**config.mk**
```make
export PLATFORM = sky130hd
export DESIGN_NAME = mips_mem_master_flat
export DESIGN_NICKNAME = d
export VERILOG_FILES = /design/src/rtl/mips_mem_master_pkg.sv /design/src/rtl/mips_mem_master_if.sv /design/src/rtl/mips_mem_master_timeout.sv /design/src/rtl/mips_mem_master.sv /design/src/flat_wrapper.sv
export SDC_FILE = /design/constraint.sdc
export NUM_CORES = 1
export LEC_CHECK = 0
export CORE_MARGIN = 4
export CORE_UTILIZATION = 40
export DETAILED_ROUTE_END_ITERATION = 6
export GPL_ROUTABILITY_DRIVEN = 0
export HOLD_SLACK_MARGIN = 0.02
export PLACE_DENSITY = 0.68
export SKIP_LAST_GASP = 1
export SLEW_MARGIN = 20
export SYNTH_ARGS = -nofsm -noshare
export SYNTH_HDL_FRONTEND = slang
export SYNTH_SLANG_ARGS = --single-unit
```
**constraint.sdc**
```tcl
create_clock -name clk -period 7.1 [get_ports clk]
set_input_delay 0.71 -clock clk [delete_from_list [all_inputs] [get_ports clk]]
set_output_delay 0.71 -clock clk [all_outputs]
set_load 0.02 [all_outputs]
```
**src/rtl/mips_mem_master_pkg.sv**
```systemverilog
// Shared encodings for the MIPS byte-RAM master: mem_ctrl values and FSM states.
package mips_mem_master_pkg;

   localparam logic [1:0] MEM_IDLE = 2'b00;
   localparam logic [1:0] MEM_WR   = 2'b01;
   localparam logic [1:0] MEM_RD   = 2'b10;

   typedef enum logic [2:0] {
      ST_IDLE   = 3'd0,
      ST_W_SEND = 3'd1,
      ST_W_REL  = 3'd2,
      ST_R_ARM  = 3'd3,
      ST_R_WAIT = 3'd4,
      ST_R_REL  = 3'd5,
      ST_DONE   = 3'd6
   } state_t;

   // States that wait on a RAM handshake edge and are therefore guarded by the timeout.
   function automatic logic is_wait_state(input state_t s);
      return (s == ST_W_SEND) || (s == ST_W_REL) || (s == ST_R_WAIT) || (s == ST_R_REL);
   endfunction

endpackage

```
**src/rtl/mips_mem_master_if.sv**
```systemverilog
// Core request/response and byte-RAM handshake signals of the MIPS memory master.
interface mips_mem_master_if #(
   parameter int AW = 16
) ();
   import mips_mem_master_pkg::*;

   // Core side: a request transfers on a rising clk edge where req_valid=1 and req_ready=1;
   // req_ready is high only while idle, and rsp_valid is a one-cycle completion pulse with
   // no back-pressure from the core.
   logic          req_valid;
   logic          req_we;
   logic [AW-1:0] req_addr;
   logic [15:0]   req_wdata;
   logic          req_ready;
   logic          rsp_valid;
   logic [15:0]   rsp_rdata;
   logic          rsp_err;

   // RAM side byte handshake.
   logic [AW-1:0] data_addr;
   logic [7:0]    data_store;
   logic [7:0]    data_read;
   logic [1:0]    mem_ctrl;
   logic          cpu_send;
   logic          ram_receive;
   logic          cpu_ready;
   logic          ram_send;
   logic          cpu_receive;

   state_t        fsm_state;

   modport master (
      input  req_valid, req_we, req_addr, req_wdata, data_read, ram_receive, ram_send,
      output req_ready, rsp_valid, rsp_rdata, rsp_err, data_addr, data_store, mem_ctrl,
             cpu_send, cpu_ready, cpu_receive, fsm_state
   );

   modport slave (
      output req_valid, req_we, req_addr, req_wdata, data_read, ram_receive, ram_send,
      input  req_ready, rsp_valid, rsp_rdata, rsp_err, data_addr, data_store, mem_ctrl,
             cpu_send, cpu_ready, cpu_receive, fsm_state
   );

endinterface

```
**src/rtl/mips_mem_master_timeout.sv**
```systemverilog
// Per-state cycle counter: cleared on every state change, flags expiry after TIMEOUT cycles.
module mips_mem_master_timeout #(
   parameter int TIMEOUT = 255
) (
   input  logic clk,
   input  logic rst_n,
   input  logic clear,
   input  logic run,
   output logic expired
);

   // The counter only needs to reach TIMEOUT-1: that is the last cycle of the allowed window.
   localparam int CW = (TIMEOUT < 2) ? 1 : $clog2(TIMEOUT);
   localparam logic [CW-1:0] LIMIT = CW'(TIMEOUT - 1);

   logic [CW-1:0] cnt_q;

   assign expired = run && (cnt_q == LIMIT);

   always_ff @(posedge clk or negedge rst_n) begin
      if (!rst_n) begin
         cnt_q <= '0;
      end else if (clear) begin
         cnt_q <= '0;
      end else if (run && (cnt_q != LIMIT)) begin
         cnt_q <= cnt_q + 1'b1;
      end
   end

endmodule

```
**src/rtl/mips_mem_master.sv**
```systemverilog
// CPU-side initiator for the MIPS byte RAM: splits each 16-bit load/store into two
// byte handshakes (high byte first) and returns one completion pulse to the core.
module mips_mem_master
   import mips_mem_master_pkg::*;
#(
   parameter int AW      = 16,
   parameter int TIMEOUT = 255
) (
   input logic             clk,
   input logic             rst_n,
   mips_mem_master_if.master bus
);

   state_t        state_q, state_d;
   logic [AW-1:0] addr_q, addr_d;
   logic [7:0]    wdata_lo_q, wdata_lo_d;
   logic [15:0]   rdata_q, rdata_d;
   logic          b_q, b_d;

   logic          req_ready_q, req_ready_d;
   logic          rsp_valid_q, rsp_valid_d;
   logic          rsp_err_q, rsp_err_d;
   logic [15:0]   rsp_rdata_q, rsp_rdata_d;
   logic [7:0]    data_store_q, data_store_d;
   logic [1:0]    mem_ctrl_q, mem_ctrl_d;
   logic          cpu_send_q, cpu_send_d;
   logic          cpu_ready_q, cpu_ready_d;
   logic          cpu_receive_q, cpu_receive_d;

   logic          expired;
   logic          abort;

   mips_mem_master_timeout #(
      .TIMEOUT (TIMEOUT)
   ) u_timeout (
      .clk     (clk),
      .rst_n   (rst_n),
      .clear   (state_d != state_q),
      .run     (is_wait_state(state_q)),
      .expired (expired)
   );

   // Every output is computed one cycle ahead and registered on entry to the state it belongs to.
   always_comb begin
      state_d       = state_q;
      addr_d        = addr_q;
      wdata_lo_d    = wdata_lo_q;
      rdata_d       = rdata_q;
      b_d           = b_q;
      data_store_d  = data_store_q;
      mem_ctrl_d    = mem_ctrl_q;
      cpu_send_d    = cpu_send_q;
      cpu_receive_d = cpu_receive_q;
      cpu_ready_d   = 1'b0;
      rsp_valid_d   = 1'b0;
      rsp_err_d     = 1'b0;
      rsp_rdata_d   = '0;
      abort         = 1'b0;

      unique case (state_q)
         ST_IDLE: begin
            if (bus.req_valid && req_ready_q) begin
               addr_d     = bus.req_addr;
               addr_d[0]  = 1'b0;
               wdata_lo_d = bus.req_wdata[7:0];
               rdata_d    = '0;
               b_d        = 1'b0;
               if (bus.req_we) begin
                  state_d      = ST_W_SEND;
                  mem_ctrl_d   = MEM_WR;
                  data_store_d = bus.req_wdata[15:8];
                  cpu_send_d   = 1'b1;
               end else begin
                  state_d     = ST_R_ARM;
                  mem_ctrl_d  = MEM_RD;
                  cpu_ready_d = 1'b1;
               end
            end
         end

         ST_W_SEND: begin
            if (bus.ram_receive) begin
               cpu_send_d = 1'b0;
               state_d    = ST_W_REL;
            end else if (expired) begin
               abort = 1'b1;
            end
         end

         ST_W_REL: begin
            if (!bus.ram_receive) begin
               if (!b_q) begin
                  b_d          = 1'b1;
                  addr_d       = {addr_q[AW-1:1], 1'b1};
                  data_store_d = wdata_lo_q;
                  cpu_send_d   = 1'b1;
                  state_d      = ST_W_SEND;
               end else begin
                  mem_ctrl_d  = MEM_IDLE;
                  rsp_valid_d = 1'b1;
                  state_d     = ST_DONE;
               end
            end else if (expired) begin
               abort = 1'b1;
            end
         end

         ST_R_ARM: begin
            state_d = ST_R_WAIT;
         end

         ST_R_WAIT: begin
            if (bus.ram_send) begin
               if (b_q) rdata_d[7:0]  = bus.data_read;
               else     rdata_d[15:8] = bus.data_read;
               cpu_receive_d = 1'b1;
               state_d       = ST_R_REL;
            end else if (expired) begin
               abort = 1'b1;
            end
         end

         ST_R_REL: begin
            if (!bus.ram_send) begin
               cpu_receive_d = 1'b0;
               if (!b_q) begin
                  b_d         = 1'b1;
                  addr_d      = {addr_q[AW-1:1], 1'b1};
                  cpu_ready_d = 1'b1;
                  state_d     = ST_R_ARM;
               end else begin
                  mem_ctrl_d  = MEM_IDLE;
                  rsp_valid_d = 1'b1;
                  rsp_rdata_d = rdata_q;
                  state_d     = ST_DONE;
               end
            end else if (expired) begin
               abort = 1'b1;
            end
         end

         ST_DONE: begin
            state_d = ST_IDLE;
         end

         default: begin
            state_d = ST_IDLE;
         end
      endcase

      // A stalled RAM handshake is abandoned and reported back to the core as an error.
      if (abort) begin
         state_d       = ST_IDLE;
         b_d           = 1'b0;
         cpu_send_d    = 1'b0;
         cpu_receive_d = 1'b0;
         mem_ctrl_d    = MEM_IDLE;
         rsp_valid_d   = 1'b1;
         rsp_err_d     = 1'b1;
         rsp_rdata_d   = '0;
      end

      req_ready_d = (state_d == ST_IDLE);
   end

   always_ff @(posedge clk or negedge rst_n) begin
      if (!rst_n) begin
         state_q       <= ST_IDLE;
         addr_q        <= '0;
         wdata_lo_q    <= '0;
         rdata_q       <= '0;
         b_q           <= 1'b0;
         req_ready_q   <= 1'b0;
         rsp_valid_q   <= 1'b0;
         rsp_err_q     <= 1'b0;
         rsp_rdata_q   <= '0;
         data_store_q  <= '0;
         mem_ctrl_q    <= MEM_IDLE;
         cpu_send_q    <= 1'b0;
         cpu_ready_q   <= 1'b0;
         cpu_receive_q <= 1'b0;
      end else begin
         state_q       <= state_d;
         addr_q        <= addr_d;
         wdata_lo_q    <= wdata_lo_d;
         rdata_q       <= rdata_d;
         b_q           <= b_d;
         req_ready_q   <= req_ready_d;
         rsp_valid_q   <= rsp_valid_d;
         rsp_err_q     <= rsp_err_d;
         rsp_rdata_q   <= rsp_rdata_d;
         data_store_q  <= data_store_d;
         mem_ctrl_q    <= mem_ctrl_d;
         cpu_send_q    <= cpu_send_d;
         cpu_ready_q   <= cpu_ready_d;
         cpu_receive_q <= cpu_receive_d;
      end
   end

   assign bus.req_ready   = req_ready_q;
   assign bus.rsp_valid   = rsp_valid_q;
   assign bus.rsp_rdata   = rsp_rdata_q;
   assign bus.rsp_err     = rsp_err_q;
   assign bus.data_addr   = addr_q;
   assign bus.data_store  = data_store_q;
   assign bus.mem_ctrl    = mem_ctrl_q;
   assign bus.cpu_send    = cpu_send_q;
   assign bus.cpu_ready   = cpu_ready_q;
   assign bus.cpu_receive = cpu_receive_q;
   assign bus.fsm_state   = state_q;

endmodule

```
**src/flat_wrapper.sv**
```systemverilog
// flat-port wrapper written by rule: the top's interface ports become plain ports
module mips_mem_master_flat import mips_mem_master_pkg::*;
#(
   parameter int AW      = 16,
   parameter int TIMEOUT = 255
)
  (clk, rst_n, bus_req_valid, bus_req_we, bus_req_addr, bus_req_wdata, bus_data_read, bus_ram_receive, bus_ram_send, bus_req_ready, bus_rsp_valid, bus_rsp_rdata, bus_rsp_err, bus_data_addr, bus_data_store, bus_mem_ctrl, bus_cpu_send, bus_cpu_ready, bus_cpu_receive, bus_fsm_state);
  mips_mem_master_if #(.AW(AW)) bus_i ();
  input logic clk;
  input logic rst_n;
  input wire logic [$bits(bus_i.req_valid)-1:0] bus_req_valid;
  input wire logic [$bits(bus_i.req_we)-1:0] bus_req_we;
  input wire logic [$bits(bus_i.req_addr)-1:0] bus_req_addr;
  input wire logic [$bits(bus_i.req_wdata)-1:0] bus_req_wdata;
  input wire logic [$bits(bus_i.data_read)-1:0] bus_data_read;
  input wire logic [$bits(bus_i.ram_receive)-1:0] bus_ram_receive;
  input wire logic [$bits(bus_i.ram_send)-1:0] bus_ram_send;
  output wire logic [$bits(bus_i.req_ready)-1:0] bus_req_ready;
  output wire logic [$bits(bus_i.rsp_valid)-1:0] bus_rsp_valid;
  output wire logic [$bits(bus_i.rsp_rdata)-1:0] bus_rsp_rdata;
  output wire logic [$bits(bus_i.rsp_err)-1:0] bus_rsp_err;
  output wire logic [$bits(bus_i.data_addr)-1:0] bus_data_addr;
  output wire logic [$bits(bus_i.data_store)-1:0] bus_data_store;
  output wire logic [$bits(bus_i.mem_ctrl)-1:0] bus_mem_ctrl;
  output wire logic [$bits(bus_i.cpu_send)-1:0] bus_cpu_send;
  output wire logic [$bits(bus_i.cpu_ready)-1:0] bus_cpu_ready;
  output wire logic [$bits(bus_i.cpu_receive)-1:0] bus_cpu_receive;
  output wire logic [$bits(bus_i.fsm_state)-1:0] bus_fsm_state;
  assign bus_i.req_valid = bus_req_valid;
  assign bus_i.req_we = bus_req_we;
  assign bus_i.req_addr = bus_req_addr;
  assign bus_i.req_wdata = bus_req_wdata;
  assign bus_i.data_read = bus_data_read;
  assign bus_i.ram_receive = bus_ram_receive;
  assign bus_i.ram_send = bus_ram_send;
  assign bus_req_ready = bus_i.req_ready;
  assign bus_rsp_valid = bus_i.rsp_valid;
  assign bus_rsp_rdata = bus_i.rsp_rdata;
  assign bus_rsp_err = bus_i.rsp_err;
  assign bus_data_addr = bus_i.data_addr;
  assign bus_data_store = bus_i.data_store;
  assign bus_mem_ctrl = bus_i.mem_ctrl;
  assign bus_cpu_send = bus_i.cpu_send;
  assign bus_cpu_ready = bus_i.cpu_ready;
  assign bus_cpu_receive = bus_i.cpu_receive;
  assign bus_fsm_state = bus_i.fsm_state;
  mips_mem_master #(.AW(AW), .TIMEOUT(TIMEOUT)) u_core (.clk(clk), .rst_n(rst_n), .bus(bus_i));
endmodule
```
==> impl_metrics.env, run 1 <==
export IMPL_cp_data_required_time_ps=7340
export IMPL_fill_cells=788
export IMPL_start_kind="flip-flop"
export IMPL_num_io_pins=97
export IMPL_rrSetupSlack_ps=3600
export IMPL_initial_core_util_pct=41.1
export IMPL_cp_cell_sequence="or2_1 -> nor3_4 -> a221oi_1 -> nor2_1 -> or3b_1 -> a21o_1 -> o221ai_1 -> mux2_2"
export IMPL_finalHoldViolations=0
export IMPL_min_period_ps=3500
export IMPL_ant_nets=0
export IMPL_yosysSeqAreaShare_pct=58.6
export IMPL_outcome="completed"
export IMPL_hp_class="primary input to asynchronous set/reset pin"
export IMPL_max_slew_margin_pct=28.2
export IMPL_io_buffers=95
export IMPL_dp_cells=530
export IMPL_yosysMostFrequentCell="nand2_1"
export IMPL_slowest_delay_ps=860
export IMPL_p_comb_share_pct=41.9
export IMPL_cts_sinks=84
export IMPL_cts_setup_buffers=0
export IMPL_fin_hold_ws_ps=407
export IMPL_final_core_util_pct=54.4
export IMPL_drc=0
export IMPL_seqPwrFrac_pct=40.5
export IMPL_die_w_um=103
export IMPL_fmax_mhz=286
export IMPL_dr_first_iter_drc_count=117
export IMPL_wl_mm=8.59
export IMPL_gr_usage_all_layers_pct=17.0
export IMPL_ir_drop_v=0.000193
export IMPL_slew_violations=0
export IMPL_synth_cell_types=48
export IMPL_drive_gt1_share_pct=5.48
export IMPL_wl_per_cell_um=15.7
export IMPL_critPathKind="flip-flop to flip-flop"
export IMPL_rsz0062_at_grt="false"
export IMPL_cap_violations=0
export IMPL_num_vias=2771
export IMPL_cts_tree="yes"
export IMPL_first_pass_iters=4
export IMPL_synth_edf_count=0
export IMPL_p_clk_share_pct=17.5
export IMPL_r2r_worst_path_cells=8
export IMPL_grt_max_degree=85
export IMPL_netlist_top_cells_count="nand2_1 (87), dfrtp_1 (84), nor2_1 (25), and3_1 (17), o2bb2ai_1 (16)"
export IMPL_htree_levels=3
export IMPL_rows=34
export IMPL_floorplan_die_height_um=103
export IMPL_cts_max_path_buffers=2
export IMPL_cp_arrival_ps=3740
export IMPL_p_sw_share_pct=40.8
export IMPL_worst_slew_pin_slew_ps=1070
export IMPL_cts_clk_slew_worst_paths_ps=90
export IMPL_final_cells=546
export IMPL_p_leak_nw=2.19
export IMPL_timing_rr_end="u_core.bus.mem_ctrl[0]"
export IMPL_power_mw=1.85
export IMPL_area_delta_synth_final_pct=32.3
export IMPL_finClkSkew_ps=9.24
export IMPL_powerDensity_mw_per_mm2=390
export IMPL_ys_ff_latch=84
export IMPL_yosysWarnings=0
export IMPL_period_share_pct=49.3
export IMPL_endpoint_kind="flip-flop"
export IMPL_synth_area_mm2=0.00359
export IMPL_core_area_mm2=0.00872
export IMPL_worstSkewPairLatency_ps=350
export IMPL_postCtsResizedCells=0
export IMPL_antenna_found_initial=0
export IMPL_grt_overflow=0
export IMPL_netlist_instances=347
export IMPL_grt_pass1_wl_mm=14.0
export IMPL_diodes=0
export IMPL_synth_top_area_cell="dfrtp_1"
export IMPL_synth_area_top_cells="dfrtp_1 (59%), nand2_1 (9.1%), o2bb2ai_1 (3.9%)"
export IMPL_synth_top_cell_area_share_pct=58.6
export IMPL_cts_buffers=9
export IMPL_grt_pass1_vias=2797
export IMPL_async_reset_ff_share_pct=100
export IMPL_synth_top_flop_cell="dfrtp_1"
export IMPL_cts_hold_buf=0
export IMPL_syn_nets=395
export IMPL_cpMaxStageDelayCell="nor3_4"
export IMPL_clock_root_buffer="clkbuf_8"
export IMPL_finalNetCount=481
export IMPL_p_switching_uw=755
export IMPL_setup_violations=0
export IMPL_hpwlAfterDp_mm=5.79
export IMPL_fp_dieArea_mm2=0.0106
export IMPL_p_int_mw=1.10
export IMPL_routed_via_density=5.08
export IMPL_cp_max_fo=28
export IMPL_fin_tns_setup_ps=0
export IMPL_syn_avg_cell_area_um2=10.3
export IMPL_reg2reg_from="u_core.bus.fsm_state[1]"
==> worst max path at each step <==
stage,start,end,cells past startpoint
2_1_floorplan,bus_ram_send,u_core.bus.mem_ctrl[0],10
4_1_cts,u_core.bus.fsm_state[1],u_core.bus.mem_ctrl[0],8
6_report,u_core.bus.fsm_state[1],u_core.bus.mem_ctrl[0],8
5_1_grt,u_core.bus.fsm_state[1],u_core.bus.mem_ctrl[0],8
3_3_place_gp,bus_req_valid,u_core.bus.mem_ctrl[0],9
3_5_place_dp,bus_req_valid,u_core.bus.mem_ctrl[0],9
==> cell families (layout without fill, tap and decap cells) <==
logic type | count (synthesis) | in the layout | share of synthesized area (%)
AOI/OAI and AO/OA | 50 | 50 | 10.9
xor gates and xnor gates | 9 | 9 | 2.20
adders and majority gates | 2 | 2 | 0.697
buffers and inverters | 26 | 117 | 3.77
DFF | 84 | 84 | 58.6
muxes | 10 | 10 | 2.82
and+or+nand+nor | 166 | 166 | 21.1
==> layout make-up <==
| class | instances | area (µm²) | area share [%] |
|---|---|---|---|
| timing repair buffer | 95 | 952 | 20.1 |
| clock inverter | 5 | 43.8 | 0.922 |
| clock buffer | 11 | 141 | 2.98 |
| tap | 108 | 135 | 2.85 |
| inverter | 6 | 22.5 | 0.474 |
| sequential | 84 | 2100 | 44.3 |
| multi-input combinational | 237 | 1350 | 28.5 |
==> layout by cell type, fill, tap and decap left out, types with 2 or more instances in the layout <==
cell,netlist,layout
nand4_1,3,3
nor2_1,25,25
xnor2_1,5,5
nand2b_1,3,3
and3_1,17,17
a21oi_1,3,3
o211ai_1,2,2
nor3_1,6,6
a21o_1,3,3
nor3b_1,2,2
o2bb2ai_1,16,16
clkdlybuf4s50_1,0,94
ha_1,2,2
a21boi_1,2,2
nand3_1,14,14
nand2_1,87,87
inv_1,5,5
xor2_1,4,4
mux2i_1,9,9
a31oi_1,2,2
inv_6,0,2
o21ai_0,9,9
dfrtp_1,84,84
clkbuf_8,0,10
clkinvlp_4,0,2
nor2b_1,3,3
==> critical path, delay by kind of cell (launching register included) <==
family / cells / cell delay, ps
mux: 1 / 320
compound gates: 3 / 800
flops: 1 / 570
simple gates: 4 / 1690
==> registers in the layout (all words and copies together) (netlist names), 2 cells and up <==
name,flops
u_core.rdata_q,16
u_core.wdata_lo_q,8
u_core.bus.data_store,8
u_core.bus.data_addr,16
u_core.bus.rsp_rdata,16
u_core.u_timeout.cnt_q,8
u_core.bus.mem_ctrl,2
u_core.bus.fsm_state,3
==> routing by layer <==
layer | up-vias | GRT usage [%] | part of all wire (%)
li1 | 1349 | - | -
met1 | 1335 | 23.1 | 45
met4 | 0 | 6.36 | 1.1
met3 | 6 | 6.43 | 8.6
met5 | - | 0 | 0
met2 | 81 | 24.9 | 45
==> power by group through the flow <==
stage	clock network (mW)	registers, mW	logic [mW]
final	0.325	0.751	0.777
after floorplan	0	0.800	0.452
after CTS	0.332	0.750	0.788
after detailed placement	0	0.758	0.781
after global placement	0	0.752	0.769
after global routing	0.354	0.774	0.853
==> stage by stage <==
step	setup WS, ps	instance area (µm²)
2_1_floorplan	4310	3590
3_3_place_gp	3260	4560
3_5_place_dp	3250	4560
4_1_cts	3550	4740
5_1_grt	3310	4750
6_report	3600	4750
No activity file was read; power rests on OpenSTA's default activity.
==> run 2, diff against run 1 <==
--- a/config.mk
+++ b/config.mk
@@ -10,7 +10,7 @@
 export DETAILED_ROUTE_END_ITERATION = 6
 export GPL_ROUTABILITY_DRIVEN = 0
 export HOLD_SLACK_MARGIN = 0.02
-export PLACE_DENSITY = 0.68
+export PLACE_DENSITY = 0.71
 export SKIP_LAST_GASP = 1
 export SLEW_MARGIN = 20
 export SYNTH_ARGS = -nofsm -noshare
==> constraint.sdc (replaced) <==
create_clock -name clk -period 3.2 [get_ports clk]
set_input_delay 0.32 -clock clk [delete_from_list [all_inputs] [get_ports clk]]
set_output_delay 0.32 -clock clk [all_outputs]
set_load 0.02 [all_outputs]
==> run 2 against run 1 <==
The flow now finishes with violations (negative hold slack). Combinational power is 140% higher. Clock-buffer cell count is 2 lower. Critical endpoint unchanged. Largest cell class unchanged. Sequential share of layout area is 0.98 points lower. Power is 130% higher. Flip-flop and latch count stayed put. Cell count is 2.4% higher. Sequential power is 110% higher. Critical path type unchanged. Non-clock buffer count is 13 higher. Worst setup slack worse by 3300 ps. First-iteration DRC count is 28% lower.
==> impl_metrics.env, run 2 (synthesized netlist as in run 1, its figures left out) <==
export IMPL_min_period_ps=2870
export IMPL_cp_endpoint="u_core.bus.mem_ctrl[0]"
export IMPL_grt_pass1_vias=2951
export IMPL_rsz0062_at_grt="false"
export IMPL_outcome="finished with violations"
export IMPL_hpwlAfterDp_mm=6.00
export IMPL_cts_setup_buffers=0
export IMPL_p_leak_nw=2.26
export IMPL_dp_cells=543
export IMPL_rows=34
export IMPL_finalHoldViolations=4
export IMPL_die_w_um=103
export IMPL_startpoint="u_core.bus.fsm_state[0]"
export IMPL_cpMaxStageDelayCell="dfrtp_1"
export IMPL_finalInstanceArea_mm2=0.00486
export IMPL_fmax_mhz=349
export IMPL_gr_usage_all_layers_pct=17.5
export IMPL_floorplan_die_height_um=103
export IMPL_cp_cell_sequence="or2_1 -> nor2_1 -> o311a_1 -> buf_4 -> nor2_1 -> or3b_1 -> a21o_1 -> o221ai_1 -> mux2_2"
export IMPL_crit_family="simple AND/OR/NAND/NOR gates"
export IMPL_grt_pass1_wl_mm=14.3
export IMPL_crit_top_cell="nor2_1"
export IMPL_cp_arrival_ps=3090
export IMPL_initial_core_util_pct=41.1
export IMPL_drc=0
export IMPL_grt_max_degree=85
export IMPL_num_io_pins=97
export IMPL_fp_dieArea_mm2=0.0106
export IMPL_dr_first_iter_drc_count=84
export IMPL_slew_violations=0
export IMPL_cts_sinks=84
export IMPL_finalNetCount=494
export IMPL_wl_mm=8.49
export IMPL_routed_via_density=5.08
export IMPL_cts_tree="yes"
export IMPL_core_area_mm2=0.00872
export IMPL_max_slew_margin_pct=41.0
export IMPL_setup_violations=0
export IMPL_powerDensity_mw_per_mm2=863
export IMPL_final_common_cell="clkdlybuf4s50_1"
export IMPL_slowest_delay_ps=510
export IMPL_cp_max_fo=10
export IMPL_diodes=0
export IMPL_r2r_worst_path_cells=9
export IMPL_crit_buf_inv=1
export IMPL_worst_slew_pin_slew_ps=882
export IMPL_path_depth=9
export IMPL_cp_data_required_time_ps=3430
export IMPL_area_delta_synth_final_pct=35.3
export IMPL_critPathKind="flip-flop to flip-flop"
export IMPL_failed_checks="negative hold slack"
export IMPL_postCtsResizedCells=0
export IMPL_drive_gt1_share_pct=8.43
export IMPL_grt_overflow=0
export IMPL_cap_violations=0
export IMPL_start_kind="flip-flop"
export IMPL_ant_nets=0
export IMPL_rrSetupSlack_ps=330
export IMPL_finClkSkew_ps=16.8
export IMPL_post_dp_cell_area_mm2=0.00466
export IMPL_cts_max_path_buffers=2
export IMPL_cts_buffers=9
export IMPL_layout_common_cells="clkdlybuf4s50_1 (94), nand2_1 (87), dfrtp_1 (84)"
export IMPL_io_buffers=95
export IMPL_final_cells=559
export IMPL_reg2reg_from="u_core.bus.fsm_state[0]"
export IMPL_ir_drop_v=0.000436
export IMPL_htree_levels=3
export IMPL_fin_tns_setup_ps=0
export IMPL_cts_hold_buf=0
export IMPL_cts_clk_slew_worst_paths_ps=90
export IMPL_num_vias=2837
export IMPL_period_share_pct=89.6
export IMPL_clock_root_buffer="clkbuf_8"
export IMPL_endpoint_kind="flip-flop"
export IMPL_timing_rr_end="u_core.bus.mem_ctrl[0]"
export IMPL_hp_class="primary input to asynchronous set/reset pin"
export IMPL_worstSkewPairLatency_ps=350
export IMPL_fin_hold_ws_ps=-10.4
export IMPL_wl_per_cell_um=15.2
export IMPL_first_pass_iters=4
export IMPL_antenna_found_initial=0
[run 2: through the flow]
| stage | power (mW) | utilization (%) | setup WS [ps] |
|---|---|---|---|
| floorplan | 2.78 | - | 611 |
| global placement | 3.45 | 53.4 | 277 |
| detailed placement | 3.49 | 53.4 | 173 |
| CTS | 4.24 | 55.6 | 332 |
| global route | 4.49 | 55.7 | 178 |
| finish | 4.19 | 55.7 | 333 |
[run 2: routing by layer]
| metal | wire length (µm) | part of all wire, % | GRT usage [%] | vias up |
|---|---|---|---|---|
| met1 | 3670 | 43 | 22.5 | 1329 |
| met5 | 0 | 0 | 0 | - |
| met2 | 3840 | 45 | 26.9 | 113 |
| met3 | 849 | 10 | 6.83 | 12 |
| li1 | - | - | - | 1383 |
| met4 | 123 | 1.4 | 6.36 | 0 |
[run 2: how the worst min path moves through the flow]
stage	from	endpoint	slack, ps	cells past startpoint
2_1_floorplan	rst_n	u_core.b_q	20	0
3_3_place_gp	u_core.bus.data_addr[7]	u_core.bus.data_addr[7]	460	2
3_5_place_dp	u_core.bus.data_addr[13]	u_core.bus.data_addr[13]	460	2
4_1_cts	rst_n	u_core.bus.data_store[5]	180	1
5_1_grt	rst_n	u_core.bus.rsp_rdata[4]	70	1
6_report	rst_n	u_core.bus.rsp_err	-10	1
[run 2: area by class of cell]
cell class,instances,area (µm²)
clock inverter,7,71.3
multi-input combinational,237,1350
sequential,84,2100
inverter,6,22.5
clock buffer,9,124
timing repair buffer,108,1050
tap,108,135
fill,761,3860
[run 2: report_power, final]
group / leakage (nW) / switching, mW / internal [mW]
clock: 0.0922 / 0.423 / 0.302
combinational: 1.06 / 1.07 / 0.807
sequential: 1.10 / 0.211 / 1.38
total: 2.26 / 1.70 / 2.49
